`config.mk`:
```
export PLATFORM = sky130hd
export DESIGN_NAME = fft_bitrev_feeder
export DESIGN_NICKNAME = d
export VERILOG_FILES = /design/src/rtl/fft_bitrev_feeder.sv
export SDC_FILE = /design/constraint.sdc
export NUM_CORES = 1
export LEC_CHECK = 0
export BUFFER_PORTS_ARGS = -buffer_cell sky130_fd_sc_hd__buf_2
export CORE_ASPECT_RATIO = 1.2
export CORE_MARGIN = 3
export CORE_UTILIZATION = 39
export CTS_CLUSTER_DIAMETER = 100
export DETAILED_ROUTE_END_ITERATION = 16
export GPL_TIMING_DRIVEN = 0
export PLACE_DENSITY = 0.59
export SETUP_SLACK_MARGIN = 0.3
export SYNTH_ARGS = -nofsm -noshare
export SYNTH_HDL_FRONTEND = slang
export SYNTH_SLANG_ARGS = --single-unit
```
`constraint.sdc`:
```
create_clock -name clk -period 4.65 [get_ports clk]
set_input_delay 0.93 -clock clk [delete_from_list [all_inputs] [get_ports clk]]
set_output_delay 0.93 -clock clk [all_outputs]
set_load 0.02 [all_outputs]
```
`src/rtl/fft_bitrev_feeder.sv`:
```
// fft_bitrev_feeder
//   Takes one frame of N complex samples in natural order over a valid/ready
//   handshake, stores it, then streams it out in bit-reversed index order.
//   out_start marks the sample at natural index 0, out_last the one at N-1.
//
// Ports
//   clk, rst_n            clock (rising edge), async active-low reset
//   in_valid/in_ready     input handshake; in_r/in_i signed sample parts
//   out_valid/out_ready   output handshake; out_r/out_i signed sample parts
//   out_start, out_last   frame markers, qualified by out_valid
//   busy                  a partial frame is held or a frame awaits draining
//
// Build option
//   FFT_BITREV_PINGPONG_EN  two banks; loading frame k+1 overlaps draining
//                           frame k (full flags replace the FILL/DRAIN FSM)
//
// State table (single-bank build)
//   state    | meaning
//   ST_FILL  | accepting samples into the buffer, wr_cnt = next natural index
//   ST_DRAIN | emitting buf[bitrev(rd_cnt)], input stalled
module fft_bitrev_feeder #(
    parameter int DW   = 17,
    parameter int N    = 32,
    parameter int LOGN = 5
) (
    input  logic                 clk,
    input  logic                 rst_n,
    input  logic                 in_valid,
    output logic                 in_ready,
    input  logic signed [DW-1:0] in_r,
    input  logic signed [DW-1:0] in_i,
    output logic                 out_valid,
    input  logic                 out_ready,
    output logic signed [DW-1:0] out_r,
    output logic signed [DW-1:0] out_i,
    output logic                 out_start,
    output logic                 out_last,
    output logic                 busy
);

    localparam logic [LOGN-1:0] LAST_IDX = LOGN'(N - 1);

    function automatic logic [LOGN-1:0] bitrev(input logic [LOGN-1:0] v);
        logic [LOGN-1:0] r;
        for (int b = 0; b < LOGN; b++) r[b] = v[LOGN-1-b];
        return r;
    endfunction

    logic [LOGN-1:0] wr_cnt_q, wr_cnt_d;
    logic [LOGN-1:0] rd_cnt_q, rd_cnt_d;
    logic            accept, xfer, fill_done, drain_done;
    logic [2*DW-1:0] rd_word;

    assign accept     = in_valid && in_ready;
    assign xfer       = out_valid && out_ready;
    assign fill_done  = accept && (wr_cnt_q == LAST_IDX);
    assign drain_done = xfer && (rd_cnt_q == LAST_IDX);

`ifdef FFT_BITREV_PINGPONG_EN
    // Bank select is the address MSB, so each bank is a contiguous half.
    logic [2*DW-1:0] mem_q [2*N];
    logic            wr_bank_q, wr_bank_d;
    logic            rd_bank_q, rd_bank_d;
    logic [1:0]      full_q, full_d;

    always_comb begin
        in_ready  = !full_q[wr_bank_q];
        out_valid = full_q[rd_bank_q];
        busy      = (wr_cnt_q != '0) || (full_q != 2'b00);
        full_d    = full_q;
        wr_bank_d = wr_bank_q;
        rd_bank_d = rd_bank_q;
        // A bank being filled is never full, and a bank being drained is
        // always full, so these two updates never target the same flag.
        if (fill_done) begin
            full_d[wr_bank_q] = 1'b1;
            wr_bank_d         = !wr_bank_q;
        end
        if (drain_done) begin
            full_d[rd_bank_q] = 1'b0;
            rd_bank_d         = !rd_bank_q;
        end
    end

    always_ff @(posedge clk or negedge rst_n) begin
        if (!rst_n) begin
            full_q    <= 2'b00;
            wr_bank_q <= 1'b0;
            rd_bank_q <= 1'b0;
        end else begin
            full_q    <= full_d;
            wr_bank_q <= wr_bank_d;
            rd_bank_q <= rd_bank_d;
        end
    end

    always_ff @(posedge clk) begin
        if (accept) mem_q[{wr_bank_q, wr_cnt_q}] <= {in_r, in_i};
    end

    assign rd_word = mem_q[{rd_bank_q, bitrev(rd_cnt_q)}];
`else
    typedef enum logic {ST_FILL, ST_DRAIN} state_t;

    logic [2*DW-1:0] mem_q [N];
    state_t          state_q, state_d;

    always_comb begin
        state_d   = state_q;
        in_ready  = 1'b0;
        out_valid = 1'b0;
        case (state_q)
            ST_FILL: begin
                in_ready = 1'b1;
                if (fill_done) state_d = ST_DRAIN;
            end
            ST_DRAIN: begin
                out_valid = 1'b1;
                if (drain_done) state_d = ST_FILL;
            end
            default: state_d = ST_FILL;
        endcase
        busy = (wr_cnt_q != '0) || (state_q == ST_DRAIN);
    end

    always_ff @(posedge clk or negedge rst_n) begin
        if (!rst_n) state_q <= ST_FILL;
        else        state_q <= state_d;
    end

    always_ff @(posedge clk) begin
        if (accept) mem_q[wr_cnt_q] <= {in_r, in_i};
    end

    assign rd_word = mem_q[bitrev(rd_cnt_q)];
`endif

    // N is a power of two, so the counters wrap to 0 on their own after N-1.
    always_comb begin
        wr_cnt_d = accept ? wr_cnt_q + 1'b1 : wr_cnt_q;
        rd_cnt_d = xfer   ? rd_cnt_q + 1'b1 : rd_cnt_q;
    end

    always_ff @(posedge clk or negedge rst_n) begin
        if (!rst_n) begin
            wr_cnt_q <= '0;
            rd_cnt_q <= '0;
        end else begin
            wr_cnt_q <= wr_cnt_d;
            rd_cnt_q <= rd_cnt_d;
        end
    end

    // Outputs are forced to zero whenever nothing is being presented, so a
    // stale buffer word never leaks onto the bus.
    always_comb begin
        out_r     = out_valid ? rd_word[2*DW-1:DW] : '0;
        out_i     = out_valid ? rd_word[DW-1:0]    : '0;
        out_start = out_valid && (rd_cnt_q == '0);
        out_last  = out_valid && (rd_cnt_q == LAST_IDX);
    end

endmodule

```
==> Yosys cells after proc, flatten, opt, wreduce, memory -nomap -nowiden <==
Memory sizes are Yosys's and may differ from the RTL's.
Cells that the tools add are included.
{ "word_totals": {"output_inout_bits": 39, "ram_bits": 1088, "input_bits": 38, "ff_bits": 11, "n_memories": 1} }
{ "classes": {"eq_ne": 2, "muxes": 9, "addsub": 2, "n_bitwise": 1, "reduce_logical": 9} }
{ "mem_list": {"columns": ["memory", "depth", "width", "read_ports", "rd_clocked_by_memory_dff", "write_ports", "line", "text"], "rows": [
  ["mem_q", 32, 34, 1, 0, 1, "105", "logic [2*DW-1:0] mem_q [N];"]
]} }
{ "op_table": {"columns": ["cell", "count"], "rows": [
  ["$mux 17", 2],
  ["$add 5x1->5 const B", 2],
  ["$eq 5x5->1 const B", 2],
  ["$logic_and 1x1->1", 6],
  ["$mux 1", 6],
  ["$logic_not 5->1", 1],
  ["$reduce_bool 5->1", 1],
  ["$pmux 1 s2", 1],
  ["$logic_or 1x1->1", 1],
  ["$not 1->1", 1]
]} }

==> Logic depth before layout (Yosys ltp) <==
{ "logic_depth": {"word_depth": 5, "ltp_mapped": 9} }

==> Worst setup path after synthesis <==
No wires, ideal clock.
{ "synth_path": {"path_kind": "input -> register", "from": "input in_valid", "to": "memory mem_q[31][0] in the netlist's numbering (enable)", "slack_ns": 1.193, "path_stages": 4, "setup_time_ns": 0.425, "path_buffers": 1, "t_arrival_ns": 3.031, "required_time_ns": 4.225, "path_cell_list": "nor2b_1 clkbuf_1 nand2_1 nor2_1"} }
{ "synth_via": {"elab_chain_len": 3} }
{ "synth_lines": {"columns": ["element", "line", "text"], "rows": [
  ["start, declared", "28", "input logic in_valid,"],
  ["$logic_and 1x1->1", "54", "assign accept = in_valid && in_ready;"],
  ["$mux 1", "132", "if (accept) mem_q[wr_cnt_q] <= {in_r, in_i};"],
  ["$mux 1 (implied by the code)", "132", null],
  ["end, declared", "105", null]
]} }
Every way passes these cells.

==> Worst setup path after layout <==
{ "layout_path": {"from": "register rd_cnt_q[2]", "to": "output out_r[9]"} }
{ "layout_via": {"elab_chain_len": 2} }
{ "layout_lines": {"columns": ["element", "line", "text"], "rows": [
  ["start, declared", "50", "logic [LOGN-1:0] rd_cnt_q, rd_cnt_d;"],
  ["start signal, assigned", "150", "rd_cnt_q <= rd_cnt_d;"],
  ["$mem_v2 32x34", null, null],
  ["$mux 17", "157", "out_r = out_valid ? rd_word[2*DW-1:DW] : '0;"],
  ["end, declared", "34", "output logic signed [DW-1:0] out_r,"]
]} }
Every way passes these cells.

==> results_dict.tcl <==
set metrics [dict create \
    crit_path_end_kind "primary output" \
    dieArea_um2 111000 \
    r2r_cells 5 \
    synth_nets 1930 \
    tightest_slew_ns 1.27 \
    drive_gt1_share_pct 29.6 \
    seq_area_um2 32900 \
    fp.dieH_um 365 \
    dr.pass1.iters 5 \
    num_rows 131 \
    fin_crit_sh_pct 93.1 \
    synth_area_um2 41800 \
    required_ns 3.72 \
    worstSetupPathType "reg2out" \
    vias 20400 \
    worstPathArrival_ns 3.40 \
    max-vdd-ir-drop_mv 0.296 \
    viasPerCell 5.70 \
    setup_viol 0 \
    io_pins 77 \
    outcome "complete, no violations" \
    rrSetupSlack_ns 1.62 \
    max-cap-violations 0 \
    cts_tree "built" \
    synth.distinct_cells 39 \
    synthArstFlopShare_pct 1.00 \
    numClockSinks 1099 \
    root_buffer "clkbuf_16" \
    clock.fmax_mhz 231 \
    area_delta_synth_final_pct 16.7 \
    core_um2 106000 \
    path_max_fanout 11 \
    nFillCells 8698 \
    synth_edf_count 1088 \
    synth.yosys.seq_area_share_pct 78.7 \
    fin_ws_ns 0.321 \
    grt_pass1_wl_um 154000 \
    drc 0 \
    finish.utilization_pct 45.9 \
    htreeDepth 3 \
    drt_iter0_drc 2033 \
    wl_um 107000 \
    wl_per_cell_um 30.0 \
    yosys_register_bits 1099 \
    min_path_type "in2async" \
    cts_hold_buf 0 \
    regToRegEndpoint "mem_q[2][30]" \
    finalClockSkew_ns 0.0177 \
    p_leak_nw 14.7 \
    fin_nets 2143 \
    ant_nets 0 \
    hpwl_um 70500 \
    grt_max_degree 33 \
    maxSlewHeadroom_pct 15.3 \
    fp.dieW_um 305 \
    dpl_worst_slack_ns -0.700 \
    yosysWarningCount 0 \
    globalplace.congestion 0.768 \
    grt_util_all_layers_pct 19.4 \
    rr_startpoint "state_q" \
    hold_viol 0 \
    drv_slew 0 \
    syn_avg_cell_area_um2 22.2 \
    ys.flop_type "edfxtp_1" \
    cts.clk_slew.worst_paths_ns 0.07 \
    antenna_found_initial 1 \
    start_kind "flip-flop" \
    initial_core_util_pct 39.3 \
    period_needed_ns 4.33 \
    rsz0062_at_grt "yes" \
    grt-ovfl-total 0 \
    p_per_area_nw_per_um2 487 \
    numCtsBuffers 101 \
    grt_pass1_vias 21500 \
    syn_inst 1884 \
    clk_latency_ns 0.70 \
    multi_input_area_um2 9030 \
    portBuffers 76 \
    cts_buffer_depth 3 \
]
[power breakdown]
group | internal, W | leakage (nW) | switching, W
registers | 0.0115 | 9.94 | 0.000142
logic | 0.00122 | 3.21 | 0.00275
clock network | 0.00457 | 1.57 | 0.00361
total | 0.0173 | 14.7 | 0.00650
[synthesized netlist by cell type, types with 3 or more instances]
master,number,area [um2]
inv_1,3,11.3
clkbuf_1,65,244
nor3_1,33,165
mux2_2,3,33.8
nand2_1,8,30.0
nand3b_1,6,45.0
dfrtp_1,11,275
nor2_1,39,146
a2111oi_0,57,499
a22o_1,66,578
buf_4,14,105
buf_8,4,60.1
ha_1,8,100
a2111oi_1,9,90.1
buf_6,8,90.1
o22ai_1,67,419
nor2b_1,3,18.8
edfxtp_1,1088,32700
mux2i_1,140,1400
nand3_1,6,30.0
xnor2_1,5,43.8
mux4_2,203,4570
buf_1,5,18.8
buf_2,16,80.1
[critical path: stages, from the launching register on]
cell and delay, ns:
dfrtp_1 0.38, clkbuf_4 0.29, nor2_4 0.35, clkbuf_2 0.42, clkbuf_2 0.46, a2111oi_4 0.17
nor3_1 0.37, buf_2 0.25
[flip-flops by register name (all words and copies together) (netlist names)]
signal	cells
rd_cnt_q	5
mem_q	1088
wr_cnt_q	5
state_q	1
[per-stage QoR]
step | power (W) | std cells | hold slack [ns] | TNS, ns | cell area, um2
floorplan | 0.0136 | 1884 | 0.591 | 0 | 41800
global placement | 0.0152 | 3356 | 0.606 | -998.31 | 44000
detailed placement | 0.0154 | 3388 | 0.631 | -7.86 | 44900
CTS | 0.0239 | 3575 | 0.0727 | 0 | 48800
global route | 0.0245 | 3576 | 0.106 | 0 | 48800
finish | 0.0238 | 3578 | 0.117 | 0 | 48900
[cell type report]
class / count / area share, %
flip-flops and latches: 1099 / 67.4
multi-input cells: 668 / 18.5
clock buffers: 120 / 5.41
well taps: 1396 / 3.58
repair buffers: 110 / 2.12
plain buffers: 112 / 1.68
clock inverters: 65 / 1.23
inverters: 5 / 0.0384
diodes: 3 / 0.0154
[repair_timing]
item | CTS | global route
pin swaps | 7 | 4
setup endpoints to repair | 35 | 27
buffers inserted | 2 | 0
gates resized for setup | 206 | 16
gates cloned | 0 | 0
[layer usage]
layer  up-vias  GRT usage, %  share of wire (%)
met5         -             0                  0
met4         0          8.37                3.8
met3       193          3.37                5.5
met2       668          34.5                 53
met1     11000          23.2                 38
li1       8510             -                  -
[how the worst max path moves through the flow]
| stage | startpoint | end |
|---|---|---|
| 5_1_grt | rd_cnt_q[4] | out_r[2] |
| 4_1_cts | rd_cnt_q[4] | out_i[10] |
| 3_3_place_gp | in_valid | mem_q[27][1] |
| 6_report | rd_cnt_q[2] | out_r[9] |
| 2_1_floorplan | in_valid | mem_q[31][0] |
| 3_5_place_dp | rd_cnt_q[2] | out_i[7] |
[logic make-up after synthesis]
group,Yosys count,synth area share [%]
xor+xnor,6,0.126
fa+ha+maj,8,0.239
buf+inv,117,1.47
compound gates,206,3.92
mux,346,14.4
simple gates,102,1.16
flops,1099,78.7
[placed cells by master (no fill, tap or decap), types with 23 or more instances in the layout]
master     Yosys  final
a2111oi_2      0     28
buf_12         0     34
nor3_1        33     23
mux2i_1      140    140
nor2_4         0     34
buf_2         16     83
clkbuf_16      0    103
a22o_1        66     66
o22ai_1       67     67
clkbuf_2       0     30
clkbuf_1      65     35
mux4_2       203    203
edfxtp_1    1088   1088
(Power assumes the default switching activity.)
